--- src/rtl/risc_pkg.sv ---
// Shared definitions for the parameterised RISC core: opcodes, FSM state codes,
// status bit positions and small opcode classifiers.
package risc_pkg;

  localparam logic [3:0] OP_NOP  = 4'h0;
  localparam logic [3:0] OP_ADD  = 4'h1;
  localparam logic [3:0] OP_SUB  = 4'h2;
  localparam logic [3:0] OP_AND  = 4'h3;
  localparam logic [3:0] OP_OR   = 4'h4;
  localparam logic [3:0] OP_XOR  = 4'h5;
  localparam logic [3:0] OP_SHL  = 4'h6;
  localparam logic [3:0] OP_SHR  = 4'h7;
  localparam logic [3:0] OP_LD   = 4'h8;
  localparam logic [3:0] OP_ST   = 4'h9;
  localparam logic [3:0] OP_LDI  = 4'hA;
  localparam logic [3:0] OP_JMP  = 4'hB;
  localparam logic [3:0] OP_JZ   = 4'hC;
  localparam logic [3:0] OP_JN   = 4'hD;
  localparam logic [3:0] OP_JC   = 4'hE;
  localparam logic [3:0] OP_HALT = 4'hF;

  localparam logic [2:0] ST_FETCH  = 3'd0;
  localparam logic [2:0] ST_DECODE = 3'd1;
  localparam logic [2:0] ST_EXEC   = 3'd2;
  localparam logic [2:0] ST_MEM    = 3'd3;
  localparam logic [2:0] ST_HALTED = 3'd4;

  localparam int STAT_C         = 0;
  localparam int STAT_Z         = 1;
  localparam int STAT_N         = 2;
  localparam int STAT_V         = 3;
  localparam int STAT_REQ       = 4;
  localparam int STAT_STATE_LSB = 5;

  typedef struct packed {
    logic v;
    logic n;
    logic z;
    logic c;
  } flags_t;

  function automatic logic is_alu_op(input logic [3:0] op);
    return (op >= OP_ADD) && (op <= OP_SHR);
  endfunction

  function automatic logic is_cond_jump(input logic [3:0] op);
    return (op == OP_JZ) || (op == OP_JN) || (op == OP_JC);
  endfunction

endpackage

--- src/rtl/risc_regfile.sv ---
// Register file: 2**REG_ADR_W words, two asynchronous read ports and one
// synchronous write port, cleared by synchronous reset.
module risc_regfile #(
  parameter int DATA_W    = 16,
  parameter int REG_ADR_W = 3
) (
  input  logic                 clk,
  input  logic                 rst,
  input  logic                 we,
  input  logic [REG_ADR_W-1:0] wa,
  input  logic [DATA_W-1:0]    wd,
  input  logic [REG_ADR_W-1:0] ra_a,
  output logic [DATA_W-1:0]    rd_a,
  input  logic [REG_ADR_W-1:0] ra_b,
  output logic [DATA_W-1:0]    rd_b
);

  localparam int NREGS = 2 ** REG_ADR_W;

  logic [DATA_W-1:0] regs [NREGS];

  always_ff @(posedge clk) begin
    if (rst) begin
      for (int i = 0; i < NREGS; i++) regs[i] <= '0;
    end else if (we) begin
      regs[wa] <= wd;
    end
  end

  assign rd_a = regs[ra_a];
  assign rd_b = regs[ra_b];

endmodule

--- src/rtl/risc_core_param.sv ---
// Multi-cycle accumulator-free RISC core with a single request/ready memory port.
// state | meaning: FETCH read IR at PC; DECODE classify; EXEC ALU/untaken jump; MEM data/operand access; HALTED idle until rst
module risc_core_param
  import risc_pkg::*;
#(
  parameter int DATA_W    = 16,
  parameter int ADDR_W    = 16,
  parameter int REG_ADR_W = 3
) (
  input  logic              clk,
  input  logic              rst,
  input  logic [DATA_W-1:0] D_in,
  input  logic              mem_ready,
  output logic              mem_req,
  output logic              mw_en,
  output logic [ADDR_W-1:0] Address,
  output logic [DATA_W-1:0] D_out,
  output logic [7:0]        status,
  output logic              halted
);

  localparam int PAD_W = DATA_W - 4 - 3 * REG_ADR_W;

  logic [2:0]           state;
  logic [ADDR_W-1:0]    pc;
  logic [DATA_W-1:0]    ir;
  flags_t               flags;

  logic [3:0]           op;
  logic [REG_ADR_W-1:0] f_w;
  logic [REG_ADR_W-1:0] f_r;
  logic [REG_ADR_W-1:0] f_s;
  logic [DATA_W-1:0]    rd_r;
  logic [DATA_W-1:0]    rd_s;

  logic [DATA_W:0]      sum;
  logic [DATA_W:0]      diff;
  logic [DATA_W-1:0]    alu_res;
  logic                 alu_c;
  logic                 alu_v;
  flags_t               alu_flags;
  logic                 take_jump;
  logic                 data_op;
  logic                 rf_we;
  logic [DATA_W-1:0]    rf_wd;

  assign op  = ir[DATA_W-1 -: 4];
  assign f_w = ir[DATA_W-5 -: REG_ADR_W];
  assign f_r = ir[DATA_W-5-REG_ADR_W -: REG_ADR_W];
  assign f_s = ir[DATA_W-5-2*REG_ADR_W -: REG_ADR_W];

  generate
    if (PAD_W > 0) begin : g_pad
      logic unused_ir_pad;
      assign unused_ir_pad = ^ir[PAD_W-1:0];
    end
  endgenerate

  risc_regfile #(
    .DATA_W    (DATA_W),
    .REG_ADR_W (REG_ADR_W)
  ) u_regfile (
    .clk  (clk),
    .rst  (rst),
    .we   (rf_we),
    .wa   (f_w),
    .wd   (rf_wd),
    .ra_a (f_r),
    .rd_a (rd_r),
    .ra_b (f_s),
    .rd_b (rd_s)
  );

  always_comb begin
    sum     = {1'b0, rd_r} + {1'b0, rd_s};
    diff    = {1'b0, rd_r} - {1'b0, rd_s};
    alu_res = '0;
    alu_c   = 1'b0;
    alu_v   = 1'b0;
    case (op)
      OP_ADD: begin
        alu_res = sum[DATA_W-1:0];
        alu_c   = sum[DATA_W];
        alu_v   = (rd_r[DATA_W-1] == rd_s[DATA_W-1]) && (alu_res[DATA_W-1] != rd_r[DATA_W-1]);
      end
      OP_SUB: begin
        // carry means "no borrow", i.e. R >= S unsigned
        alu_res = diff[DATA_W-1:0];
        alu_c   = ~diff[DATA_W];
        alu_v   = (rd_r[DATA_W-1] != rd_s[DATA_W-1]) && (alu_res[DATA_W-1] != rd_r[DATA_W-1]);
      end
      OP_AND: alu_res = rd_r & rd_s;
      OP_OR:  alu_res = rd_r | rd_s;
      OP_XOR: alu_res = rd_r ^ rd_s;
      OP_SHL: begin
        alu_res = {rd_s[DATA_W-2:0], 1'b0};
        alu_c   = rd_s[DATA_W-1];
      end
      OP_SHR: begin
        alu_res = {1'b0, rd_s[DATA_W-1:1]};
        alu_c   = rd_s[0];
      end
      default: ;
    endcase
    alu_flags.v = alu_v;
    alu_flags.n = alu_res[DATA_W-1];
    alu_flags.z = (alu_res == '0);
    alu_flags.c = alu_c;
  end

  always_comb begin
    take_jump = 1'b0;
    case (op)
      OP_JMP:  take_jump = 1'b1;
      OP_JZ:   take_jump = flags.z;
      OP_JN:   take_jump = flags.n;
      OP_JC:   take_jump = flags.c;
      default: take_jump = 1'b0;
    endcase
  end

  // Request outputs depend only on state, IR and registers, so they hold steady during waits
  assign mem_req = (state == ST_FETCH) || (state == ST_MEM);
  assign data_op = (op == OP_LD) || (op == OP_ST);
  assign mw_en   = (state == ST_MEM) && (op == OP_ST);
  assign Address = ((state == ST_MEM) && data_op) ? ADDR_W'(rd_r) : pc;
  assign D_out   = rd_s;

  assign rf_we = ((state == ST_EXEC) && is_alu_op(op)) ||
                 ((state == ST_MEM) && mem_ready && ((op == OP_LD) || (op == OP_LDI)));
  assign rf_wd = (state == ST_EXEC) ? alu_res : D_in;

  always_ff @(posedge clk) begin
    if (rst) begin
      state <= ST_FETCH;
      pc    <= '0;
      ir    <= '0;
      flags <= '0;
    end else begin
      case (state)
        ST_FETCH: begin
          if (mem_ready) begin
            ir    <= D_in;
            pc    <= pc + ADDR_W'(1);
            state <= ST_DECODE;
          end
        end
        ST_DECODE: begin
          if (op == OP_HALT)                 state <= ST_HALTED;
          else if (op <= OP_SHR)             state <= ST_EXEC;
          else if (op <= OP_LDI || take_jump) state <= ST_MEM;
          else                               state <= ST_EXEC;
        end
        ST_EXEC: begin
          if (is_alu_op(op)) flags <= alu_flags;
          if (is_cond_jump(op)) pc <= pc + ADDR_W'(1);
          state <= ST_FETCH;
        end
        ST_MEM: begin
          if (mem_ready) begin
            if (op == OP_LDI)      pc <= pc + ADDR_W'(1);
            else if (op >= OP_JMP) pc <= ADDR_W'(D_in);
            state <= ST_FETCH;
          end
        end
        ST_HALTED: ;
        default: state <= ST_FETCH;
      endcase
    end
  end

  assign status = {state, mem_req, flags.v, flags.n, flags.z, flags.c};
  assign halted = (state == ST_HALTED);

endmodule

--- config.mk ---
export PLATFORM = sky130hd
export DESIGN_NAME = risc_core_param
export DESIGN_NICKNAME = d
export VERILOG_FILES = /design/src/rtl/risc_pkg.sv /design/src/rtl/risc_regfile.sv /design/src/rtl/risc_core_param.sv
export SDC_FILE = /design/constraint.sdc
export NUM_CORES = 1
export LEC_CHECK = 0
export ABC_AREA = 1
export CAP_MARGIN = 25
export CORE_ASPECT_RATIO = 1.4
export CORE_MARGIN = 8
export CORE_UTILIZATION = 50
export DETAILED_ROUTE_END_ITERATION = 10
export GPL_TIMING_DRIVEN = 0
export PLACE_DENSITY_LB_ADDON = 0.05
export SLEW_MARGIN = 20
export SYNTH_ARGS = -nofsm -noshare
export SYNTH_HDL_FRONTEND = slang
export SYNTH_SLANG_ARGS = --single-unit
--- constraint.sdc ---
create_clock -name clk -period 8.4 [get_ports clk]
set_input_delay 1.68 -clock clk [delete_from_list [all_inputs] [get_ports clk]]
set_output_delay 1.68 -clock clk [all_outputs]
set_load 0.05 [all_outputs]
# == After elaboration in Yosys (flattened, before gate mapping) ==
# Memory sizes are Yosys's and may differ from the RTL's. A register that Yosys moved wholly into a read port is not among the register bits.
# Cells that the tools add are included.
# word_totals
n_memories,1
ram_bits,128
output_inout_bits,43
inputBits,19
reg_bits,39
elab_cells,100
# op_classes
n_addsub,3
n_reduce_logical,23
mux,30
order_cmp,4
bitwise_logic,5
n_eq_ne,27
# memory_table
memory,depth,word_bits,read_ports,rd_clocked_by_memory_dff,write_ports,line,text
u_regfile.regs,8,16,2,2,8,risc_regfile.sv:20,logic [DATA_W-1:0] regs [NREGS];
# ops
cell,n
2-to-1 mux 16 bit,8
one-hot mux 16 bit (7 select lines),1
one-hot mux 16 bit (3 select lines),1
equality test 4 bit (second input constant),8
2-to-1 mux 3 bit,8
adder 16 x 16 -> 17 bit,1
subtractor 16 x 16 -> 17 bit,1
adder 16 x 1 -> 16 bit (second input constant),1
bitwise AND 16 bit,1
equality test 4 x 3 -> 1 bit (second input constant),4
zero test 16 bit,1
bitwise OR 16 bit,1
OR reduction 16 bit,1
XOR 16 bit,1
one-hot mux 3 bit (4 select lines),1
equality test 4 x 2 -> 1 bit (second input constant),2
logical AND 1 bit,8
2-to-1 mux 1 bit,8
one-hot mux 1 bit (4 select lines),2
logical OR 1 bit,7
equality test 3 x 2 -> 1 bit (second input constant),2
AND reduction 5 bit,1
equality test 4 x 1 -> 1 bit (second input constant),1
greater-or-equal comparator 4 x 1 -> 1 bit (second input constant),1
other kinds (16),21

# == Longest topological paths before layout ==
# Gate-level depths: netlist (run 1).
# depth
ltp_word,9
ltp_mapped,28
ltp_nobuf,25

# == By module ==
# A second synthesis (run 1) with hierarchy kept.
# hier_totals
cells_unflattened,1970
area_unflattened_um2,12682.2
# by_module_without_submodules
mod,cells_per_inst,area_each_um2,n_inst,seq_area_each_um2
risc_regfile,1032,7532.2,1,3843.7
risc_core_param,938,5149.9,1,720.7

# == Worst setup path before layout (run 1) ==
# Ideal clock, no wire load.
# synth_timing
kind,reg-to-output
startpoint,reg (tool-made name)
endpoint,out Address[1]
arrival_time_ps,2592
required_ps,6720
n_path_buf,2
setup_slack_ps,4128
stages_incl_launch_ff,10
cell_sequence,dfxtp_1 buf_2 clkbuf_1 a21oi_1 o21ai_0 nand2_1 inv_1 o21ai_0 inv_1 o21ai_0
# synth_rtl
element,line,text
to (decl),risc_core_param.sv:16,"output logic [ADDR_W-1:0] Address,"

==> reports/results.ini, run 1 <==
[outcome]
status=finished clean

[power_and_ir_drop]
powerDensity_nw_per_um2=209
clkPwrFrac_pct=26.6
p_leak_nw=6.00
power_frac_seq_pct=33.4
p_sw_share_pct=42.2
p_sw_mw=1.23
vdd_ir_drop_max_mv=0.172
p_int_mw=1.68
combinationalPowerShare_pct=39.9
power.total_mw=2.90

[final_layout]
final_cells=2209
multi_input_area_um2=6370
fin_util_pct=56.8
area.sequential_um2=4680
nFillCells=2481
nets=1951
drive_above_1_share_pct=6.23
n_antenna_cell=0
area_growth_pct=12.5

[hold_path]
hp-class=reg2reg
min_path_cells=2

[global_routing]
grt_max_degree=17
grt_pass1_wl_um=71700
grt_pass1_vias=12185
antenna_found_initial=0
gr-total-overflow=0
grt_usage_pct=31.8

[timing]
rsz0062_at_grt=false
finalClockSkew_ns=0.0115
hold_violations=0
setup_violations=0
period_needed_ns=5.86
relSlewSlack_pct=28.9
setup_tns_ns=0
final_max_slew_viol_count=0
finalCritPeriodShare_pct=69.8
max_freq_mhz=171
tightestPinTransition_ns=1.04

[detailed_routing]
vias_per_cell=5.78
antenna_left=0
routedWlPerCell_um=21.7
vias=12774
drc=0
drtIter0Drc=1553
wl_um=47900
first_pass_iters=8

[clocking]
cts_buffer_depth=2
cts_buffers=17
cts_setup_buffers=0
root_buffer=clkbuf_16
postCtsHoldBufs=0
clock_latency_ns=0.44
cts_tree=yes
cts.repair.resized=0
cts_sinks=170
cts_max_level=4
cts.reportedPaths.clkPinSlew_ns=0.06

[worst_setup_path]
cp.depth=9
cp_slowest_cell=clkdlybuf4s50_1
critical_path.endpoint_type=output port
cpMostUsedCell=o21ai_0
path_class=reg2out
worst-path-buf-inv=5
cp_top_family=buffers and inverters
crit_chain=buf_2 > buf_1 > o21ai_0 > o21ai_0 > inv_1 > o21ai_0 > inv_1 > o21ai_0 > clkdlybuf4s50_1
worstPathMaxFanout=10
r2r_slack_ns=3.26
slowest_delay_ns=0.90
reg2reg_depth=21
start_kind=flop
worstPathRequired_ns=6.72
arrival_ns=4.18

[synthesis]
synth_ff_type=edfxtp_1
synth_cells=1803
ys_ff_latch=170
synth.avg_cell_area_um2=6.86
synth_top_area_cell=edfxtp_1
yosys-top-cells-area=edfxtp_1 31%, nand2_1 12%, nor2_1 9.2%
yosysTopAreaCellShare_pct=31.1
ys_warn_count=0
synth_fp_nets=1873
yosysUniqueCellTypes=45
async_flop_share_pct=0
synth_seq_area_share_pct=37.9
syn_area_um2=12400
synth_edf_count=128

[placement]
port_buffers=59
dpl.hpwl_um=37900
placed_cells=2177
place_congestion=0.969

[floorplan]
start_util_pct=50.5
die_w_um=149
dieHeight_um=202
core-area_um2=24500
ioPinCount=62
num_rows=68
dieArea_um2=30100

[run]
max_cap_violations=0

[through the flow]
step	instance area (um2)	hold slack [ns]	worst slack [ns]
after global routing	13900	0.496	2.36
after global placement	13300	0.454	3.09
after CTS	13900	0.469	2.59
final	13900	0.465	2.54
after detailed placement	13300	0.460	3.07
after floorplan	12400	0.440	4.13
[synthesized netlist by cell type (2+ instances only)]
| cell type | number |
|---|---|
| nand2_1 | 379 |
| nor2_1 | 304 |
| inv_1 | 231 |
| o21ai_0 | 179 |
| nand3_1 | 152 |
| edfxtp_1 | 128 |
| a21oi_1 | 127 |
| ha_1 | 49 |
| dfxtp_1 | 42 |
| buf_2 | 39 |
| clkbuf_1 | 34 |
| nor3_1 | 16 |
| nand4_1 | 11 |
| o211ai_1 | 11 |
| buf_4 | 10 |
| o21ai_1 | 9 |
| o22ai_1 | 9 |
| nand2_2 | 8 |
| mux2i_2 | 7 |
| inv_2 | 5 |
| o21ai_2 | 5 |
| o21bai_1 | 5 |
| and2_1 | 4 |
| buf_1 | 4 |
| a21oi_2 | 3 |
| nand3b_1 | 3 |
| nor2_4 | 3 |
| or2_2 | 3 |
| xor2_1 | 3 |
| a211oi_1 | 2 |
| a31oi_1 | 2 |
| fa_1 | 2 |
| o32ai_1 | 2 |
[worst register-to-register path: stages (launching register included)]
cell and delay [ns]:
dfxtp_1 0.47, buf_2 0.35, buf_1 0.50, o21ai_0 0.18, o21ai_0 0.32, inv_1 0.09, o21ai_0 0.44, inv_1 0.16
ha_1 0.22, inv_1 0.14, fa_1 0.23, nand2_1 0.09, nand2_1 0.14, nand3_1 0.10, nand2_1 0.19, nand2_1 0.11
nand3_1 0.09, nand2_1 0.14, nand3_1 0.12, nand3_1 0.19, mux2i_2 0.54, nor2_1 0.08
[power by group through the flow]
| stage | registers (mW) | clock network, mW | logic (mW) |
|---|---|---|---|
| after floorplan | 0.984 | 0 | 0.762 |
| after global placement | 0.987 | 0 | 1.12 |
| after detailed placement | 0.988 | 0 | 1.13 |
| after CTS | 0.970 | 0.774 | 1.13 |
| after global routing | 0.975 | 0.803 | 1.26 |
| final | 0.971 | 0.773 | 1.16 |
[cell families (layout without fill, tap and decap cells)]
kind of cell    Yosys count  count (layout)  share of synthesized area [%]
simple gates            888             888                           29.7
flops                   170             170                           37.9
mux                       8               8                          0.860
fa+ha+maj                51              51                           5.28
buf+inv                 324             415                           10.6
compound gates          358             358                           15.4
xor+xnor                  4               4                          0.283
[flip-flops by register name, summed over array words and instances, names as in the netlist, named ones only]
register,count
ir,13
u_regfile.regs,128
status,4
state,3
pc,16
[layout by cell type, fill, tap and decap left out, types with 7 or more instances in the layout]
master,count
nand2_2,8
clkbuf_16,17
clkbuf_1,35
edfxtp_1,128
nor3_1,16
inv_1,231
nand3_1,152
clkdlybuf4s50_1,59
a21oi_1,127
dfxtp_1,42
buf_2,39
o21ai_1,9
nor2_1,304
nand2_1,379
buf_4,10
o211ai_1,11
o21ai_0,179
o22ai_1,9
mux2i_2,7
ha_1,49
nand4_1,11
[layout make-up]
cell class | instances | area share, %
Inverter | 236 | 6.37
Timing Repair Buffer | 59 | 4.24
Tap cell | 315 | 2.83
Clock inverter | 14 | 0.971
Multi-Input combinational cell | 1309 | 45.8
Clock buffer | 18 | 3.08
Buffer | 88 | 3.05
Sequential cell | 170 | 33.7
[final timing paths]
check,start,end
worst max-delay path,flop,Address[12]
worst min-delay path,ir[4],ir[4]
worst max register to register,flop,u_regfile.regs[3][14]
worst min register to register,ir[4],ir[4]
[layer usage]
layer | part of all wire (%) | up-vias | wire (um) | global-route usage (%)
met2 | 49 | 633 | 23300 | 53.6
li1 | - | 6027 | - | -
met3 | 7.2 | 181 | 3430 | 4.41
met4 | 7.0 | 0 | 3360 | 22.0
met5 | 0 | - | 0 | 0
met1 | 37 | 5933 | 17800 | 36.3
Note: power is estimated with default switching activity, not from simulation.
==> run 2: changes to the inputs <==
==> constraint.sdc (replaced) <==
create_clock -name clk -period 5.6 [get_ports clk]
set_input_delay 1.12 -clock clk [delete_from_list [all_inputs] [get_ports clk]]
set_output_delay 1.12 -clock clk [all_outputs]
set_load 0.05 [all_outputs]
==> run 2 against run 1 <==
Against the previous run: sequential share of layout area unchanged; power grew 50%; first-iteration DRC count fell by 3.5%; register-to-register slack worse by 2.8 ns; worst setup slack got worse by 2.2 ns; combinational power increased by 50%; sequential power rose by 50%; largest power group unchanged.
==> reports/results.ini, run 2 (same netlist as run 1, synthesis figures left out) <==
[timing]
rsz0062_at_grt=false  ; unchanged
final_max_slew_viol_count=0  ; unchanged
worst_hold_slack_ns=0.465  ; about the same
setup_violations=0  ; unchanged
finalCritPeriodShare_pct=94.8
relSlewSlack_pct=25.9  ; was 28.9%
finalClockSkew_ns=0.0135  ; was 0.0115 ns
setup_tns_ns=0  ; unchanged
hold_violations=0  ; unchanged
max_freq_mhz=188
period_needed_ns=5.31
tightestPinTransition_ns=1.08  ; was 1.04 ns

[final_layout]
drive_above_1_share_pct=6.23  ; unchanged
n_antenna_cell=0  ; unchanged
reg_top3=u_regfile.regs: 128 flops, pc: 16 flops, ir: 13 flops  ; unchanged
area.sequential_um2=4680  ; unchanged
largest_reg_flops=128  ; unchanged
area_growth_pct=12.5  ; unchanged
nets=1951  ; unchanged
multi_input_area_um2=6370  ; unchanged
mostFrequentLayoutCell=nand2_1  ; unchanged
nFillCells=2481  ; unchanged
final_cell_mix=379 x nand2_1, 304 x nor2_1, 231 x inv_1  ; unchanged
largest_register=u_regfile.regs  ; unchanged

[worst_setup_path]
worstPathRequired_ns=4.48  ; was 6.72 ns
cp_top_family=buffers and inverters  ; unchanged
r2r_slack_ns=0.46  ; was 3.26 ns
cpMostUsedCell=o21ai_0  ; unchanged
crit_chain=buf_2 > buf_1 > o21ai_0 > o21ai_0 > inv_1 > o21ai_0 > inv_1 > o21ai_0 > clkdlybuf4s50_1  ; unchanged
arrival_ns=4.19  ; was 4.18 ns
path_class=reg2out  ; unchanged
start_kind=flop  ; unchanged
worst-path-buf-inv=5  ; unchanged
critical_path.endpoint_type=output port  ; unchanged
reg2reg_depth=21  ; unchanged
r2r_end=u_regfile.regs[3][14]  ; unchanged
worstPathMaxFanout=10  ; unchanged
cp_slowest_cell=clkdlybuf4s50_1  ; unchanged
slowest_delay_ns=0.90  ; about the same

[power_and_ir_drop]
p_leak_nw=6.00  ; unchanged
vdd_ir_drop_max_mv=0.257  ; was 0.172 mV
p_int_mw=2.51  ; was 1.68 mW
power_frac_seq_pct=33.4  ; about the same
powerDensity_nw_per_um2=313  ; was 209 nW/um2
p_sw_share_pct=42.3  ; was 42.2%
combinationalPowerShare_pct=39.9  ; about the same
clkPwrFrac_pct=26.7  ; was 26.6%
p_sw_mw=1.84  ; was 1.23 mW

[detailed_routing]
drtIter0Drc=1498  ; was 1553
vias_per_cell=5.79  ; was 5.78
routedWlPerCell_um=21.8  ; was 21.7 um
vias=12800  ; was 12774
drc=0  ; unchanged
antenna_left=0  ; unchanged
first_pass_iters=9  ; was 8
wl_um=48200  ; was 47900 um

[floorplan]
num_rows=68  ; unchanged
dieArea_um2=30100  ; unchanged
start_util_pct=50.5  ; unchanged
die_w_um=149  ; unchanged
core-area_um2=24500  ; unchanged
ioPinCount=62  ; unchanged
dieHeight_um=202  ; unchanged

[global_routing]
antenna_found_initial=0  ; unchanged
grt_usage_pct=31.8  ; about the same
grt_max_degree=17  ; unchanged
gr-total-overflow=0  ; unchanged
grt_pass1_wl_um=71800  ; was 71700 um
grt_pass1_vias=12190  ; was 12185

[outcome]
status=finished clean  ; unchanged

[clocking]
postCtsHoldBufs=0  ; unchanged
cts_buffers=17  ; unchanged
clock_latency_ns=0.45  ; was 0.44 ns
cts_tree=yes  ; unchanged
cts_max_level=4  ; unchanged
cts_buffer_depth=2  ; unchanged
cts.repair.resized=0  ; unchanged
cts.reportedPaths.clkPinSlew_ns=0.07  ; was 0.06 ns
cts_setup_buffers=0  ; unchanged
cts_sinks=170  ; unchanged
root_buffer=clkbuf_16  ; unchanged

[run]
max_cap_violations=0  ; unchanged

[placement]
place_congestion=0.969  ; unchanged
dpl.hpwl_um=37900  ; unchanged
port_buffers=59  ; unchanged

[hold_path]
holdCritStartpoint=ir[4]  ; unchanged
min_path_cells=2  ; unchanged
whs_endpoint=ir[4]  ; unchanged
hp-class=reg2reg  ; unchanged

## run 2: cell counts in the layout (fill, tap and decap cells not counted)
Identical to the previous run, type by type.
## run 2: metrics by stage
| step | area (um2) | util (%) | std cells | setup WS [ns] | power, mW |
|---|---|---|---|---|---|
| final | 13900 | 56.8 | 2209 | 0.294 | 4.36 |
| after global routing | 13900 | 56.8 | 2209 | 0.125 | 4.55 |
| after CTS | 13900 | 56.8 | 2209 | 0.351 | 4.32 |
| after detailed placement | 13300 | 54.5 | 2177 | 0.702 | 3.18 |
| after global placement | 13300 | 54.5 | 2177 | 0.719 | 3.16 |
| after floorplan | 12400 | - | 1803 | 1.89 | 2.62 |
## run 2: cell type report
type	count	area share [%]
sequential	170	33.7
buffer	88	3.05
clock buffer	18	3.08
inverter	236	6.37
clock inverter	14	0.971
timing repair buffer	59	4.24
multi-input combinational	1309	45.8
tap	315	2.83
## run 2: power by group through the flow
stage	Combinational (mW)	Clock [mW]	Sequential (mW)
after CTS	1.70	1.16	1.45
after global routing	1.89	1.21	1.46
after global placement	1.68	0	1.48
after floorplan	1.14	0	1.48
after detailed placement	1.69	0	1.48
final	1.74	1.16	1.46
## run 2: worst max path at each step
| stage | startpoint | to | slack [ns] | cells after the start |
|---|---|---|---|---|
| floorplan | flop | Address[1] | 1.89 | 9 |
| global placement | flop | u_regfile.regs[6][10] | 0.72 | 21 |
| detailed placement | flop | u_regfile.regs[4][10] | 0.70 | 21 |
| CTS | flop | Address[11] | 0.35 | 9 |
| global route | flop | Address[13] | 0.12 | 9 |
| finish | flop | Address[11] | 0.29 | 9 |
## run 2: worst reg2reg max path: stages, from the launching register on
cell and delay (ns):
dfxtp_1 0.46, buf_2 0.36, buf_1 0.50, o21ai_0 0.17
o21ai_0 0.33, inv_1 0.09, o21ai_0 0.42, inv_1 0.15
ha_1 0.21, inv_1 0.15, fa_1 0.23, nand2_1 0.09
nand2_1 0.14, nand3_1 0.10, nand2_1 0.19, nand2_1 0.11
nand3_1 0.09, nand2_1 0.14, nand3_1 0.12, nand3_1 0.18
mux2i_2 0.54, nor2_1 0.09
## run 2: per-layer routing
layer	routed length, um	share of wire [%]	up-vias	GRT usage [%]
li1	-	-	6027	-
met1	17700	37	5907	36.3
met2	23400	49	689	53.6
met3	3710	7.7	177	4.48
met4	3320	6.9	0	22.1
met5	0	0	-	0
==> run 3: changes to the inputs <==
--- a/config.mk
+++ b/config.mk
@@ -8,8 +8,8 @@
 export ABC_AREA = 1
 export CAP_MARGIN = 25
 export CORE_ASPECT_RATIO = 1.4
-export CORE_MARGIN = 8
 export CORE_UTILIZATION = 50
+export CTS_CLUSTER_DIAMETER = 200
 export DETAILED_ROUTE_END_ITERATION = 10
 export GPL_TIMING_DRIVEN = 0
 export PLACE_DENSITY_LB_ADDON = 0.05
==> run 3 against run 2 <==
Against the previous run: largest power group unchanged; power is 0.64% lower; sequential share of layout area hardly changed; combinational power hardly changed; critical path type unchanged; clock skew is 0.0053 ns higher; maximum frequency is 0.52% lower; die area is 16% lower; sequential power hardly changed.
==> reports/results.ini, run 3 (same netlist as run 1, synthesis figures left out) <==
[power_and_ir_drop]
p_leak_nw=5.99  ; was 6.00 nW
powerDensity_nw_per_um2=312  ; was 313 nW/um2
vdd_ir_drop_max_mv=0.250  ; was 0.257 mV

[global_routing]
antenna_found_initial=0  ; unchanged
grt_max_degree=17  ; unchanged
gr-total-overflow=0  ; unchanged
grt_pass1_vias=11998  ; was 12190
grt_usage_pct=37.5  ; was 31.8%
grt_pass1_wl_um=69500  ; was 71800 um

[final_layout]
reg_top3=u_regfile.regs: 128 flops, pc: 16 flops, ir: 13 flops  ; unchanged
nets=1951  ; unchanged
area_growth_pct=12.4  ; was 12.5%
mostFrequentLayoutCell=nand2_1  ; unchanged
drive_above_1_share_pct=6.18  ; was 6.23%
fin_util_pct=57.5  ; was 56.8%
n_antenna_cell=0  ; unchanged
largest_register=u_regfile.regs  ; unchanged
final_cell_mix=379 x nand2_1, 304 x nor2_1, 231 x inv_1  ; unchanged
largest_reg_flops=128  ; unchanged

[timing]
finalCritPeriodShare_pct=95.2  ; was 94.8%
relSlewSlack_pct=32.0  ; was 25.9%
final_max_slew_viol_count=0  ; unchanged
period_needed_ns=5.33  ; was 5.31 ns
finalClockSkew_ns=0.0188  ; was 0.0135 ns
tightestPinTransition_ns=0.991  ; was 1.08 ns
rsz0062_at_grt=false  ; unchanged
max_freq_mhz=187  ; was 188 MHz
worst_hold_slack_ns=0.469  ; was 0.465 ns
setup_violations=0  ; unchanged
setup_tns_ns=0  ; unchanged
hold_violations=0  ; unchanged

[floorplan]
start_util_pct=51.2  ; was 50.5%
die_w_um=135  ; was 149 um
core-area_um2=24100  ; was 24500 um2
dieHeight_um=188  ; was 202 um
ioPinCount=62  ; unchanged
dieArea_um2=25400  ; was 30100 um2
num_rows=67  ; was 68

[run]
max_cap_violations=0  ; unchanged

[hold_path]
hp-class=reg2reg  ; unchanged
holdCritStartpoint=ir[5]  ; was ir[4]
min_path_cells=2  ; unchanged
whs_endpoint=ir[5]  ; was ir[4]

[clocking]
clock_latency_ns=0.45  ; about the same
cts_sinks=170  ; unchanged
cts_buffers=17  ; unchanged
postCtsHoldBufs=0  ; unchanged
cts_buffer_depth=2  ; unchanged
root_buffer=clkbuf_16  ; unchanged
cts.reportedPaths.clkPinSlew_ns=0.06  ; was 0.07 ns
cts_setup_buffers=0  ; unchanged
cts_max_level=4  ; unchanged
cts.repair.resized=0  ; unchanged
cts_tree=yes  ; unchanged

[worst_setup_path]
slowest_delay_ns=0.89  ; was 0.90 ns
cp_top_family=buffers and inverters  ; unchanged
path_class=reg2out  ; unchanged
start_kind=flop  ; unchanged
r2r_end=u_regfile.regs[2][15]  ; was u_regfile.regs[3][14]
reg2reg_depth=20  ; was 21
worst-path-buf-inv=5  ; unchanged
worstPathRequired_ns=4.48  ; about the same
arrival_ns=4.21  ; was 4.19 ns
crit_chain=buf_2 > buf_1 > o21ai_0 > o21ai_0 > inv_1 > o21ai_0 > inv_1 > o21ai_0 > clkdlybuf4s50_1  ; unchanged
r2r_slack_ns=0.55  ; was 0.46 ns
worstPathMaxFanout=10  ; unchanged
cp_slowest_cell=clkdlybuf4s50_1  ; unchanged
cpMostUsedCell=o21ai_0  ; unchanged
critical_path.endpoint_type=output port  ; unchanged

[detailed_routing]
antenna_left=0  ; unchanged
wl_um=47300  ; was 48200 um
drc=0  ; unchanged
vias_per_cell=5.86  ; was 5.79
drtIter0Drc=1404  ; was 1498
first_pass_iters=6  ; was 9
routedWlPerCell_um=21.5  ; was 21.8 um
vias=12910  ; was 12800

[outcome]
status=finished clean  ; unchanged

[placement]
place_congestion=0.969  ; about the same
port_buffers=59  ; unchanged
dpl.hpwl_um=36800  ; was 37900 um

[run 3: tightest hold or removal path, delay by kind of cell (launching register included)]
family           cells  cell delay [ns]
AO/OA/AOI/OAI        1             0.06
flip-flops           1             0.30
AND/OR/NAND/NOR      1             0.05
[run 3: power breakdown]
part / leakage [nW] / internal (mW) / total, mW / switching [mW]
combinational: 4.05 / 0.480 / 1.73 / 1.25
sequential: 1.66 / 1.41 / 1.46 / 0.0459
clock: 0.269 / 0.616 / 1.14 / 0.524
[run 3: metrics by stage]
step | power, mW | setup WS [ns] | cells | instance area (um2)
detailed placement | 3.17 | 0.734 | 2172 | 13300
floorplan | 2.62 | 1.89 | 1803 | 12400
CTS | 4.28 | 0.403 | 2203 | 13900
global route | 4.53 | 0.208 | 2203 | 13900
finish | 4.33 | 0.266 | 2203 | 13900
global placement | 3.15 | 0.797 | 2172 | 13300
[run 3: area by class of cell]
class / count / area [um2]
clock buffers: 19 / 433
multi-input cells: 1309 / 6370
plain buffers: 88 / 424
fillers: 2444 / 10200
well taps: 310 / 388
repair buffers: 59 / 591
inverters: 236 / 886
flip-flops and latches: 170 / 4680
clock inverters: 12 / 118
[run 3: how the worst max path moves through the flow]
stage                     startpoint                     to  slack, ns  cells past startpoint
after floorplan                 flop             Address[1]       1.89                      9
after global placement          flop  u_regfile.regs[5][15]       0.80                     20
after detailed placement        flop  u_regfile.regs[1][15]       0.73                     20
after CTS                       flop            Address[11]       0.40                      9
after global routing            flop            Address[13]       0.21                      9
final                           flop            Address[13]       0.27                      9
[run 3: metal layers]
metal	track usage [%]	wire length, um	up-vias
met5	0	0	-
met3	5.22	3540	207
met1	43.4	17700	5963
met4	27.1	3620	0
met2	62.9	22400	712
li1	-	-	6028
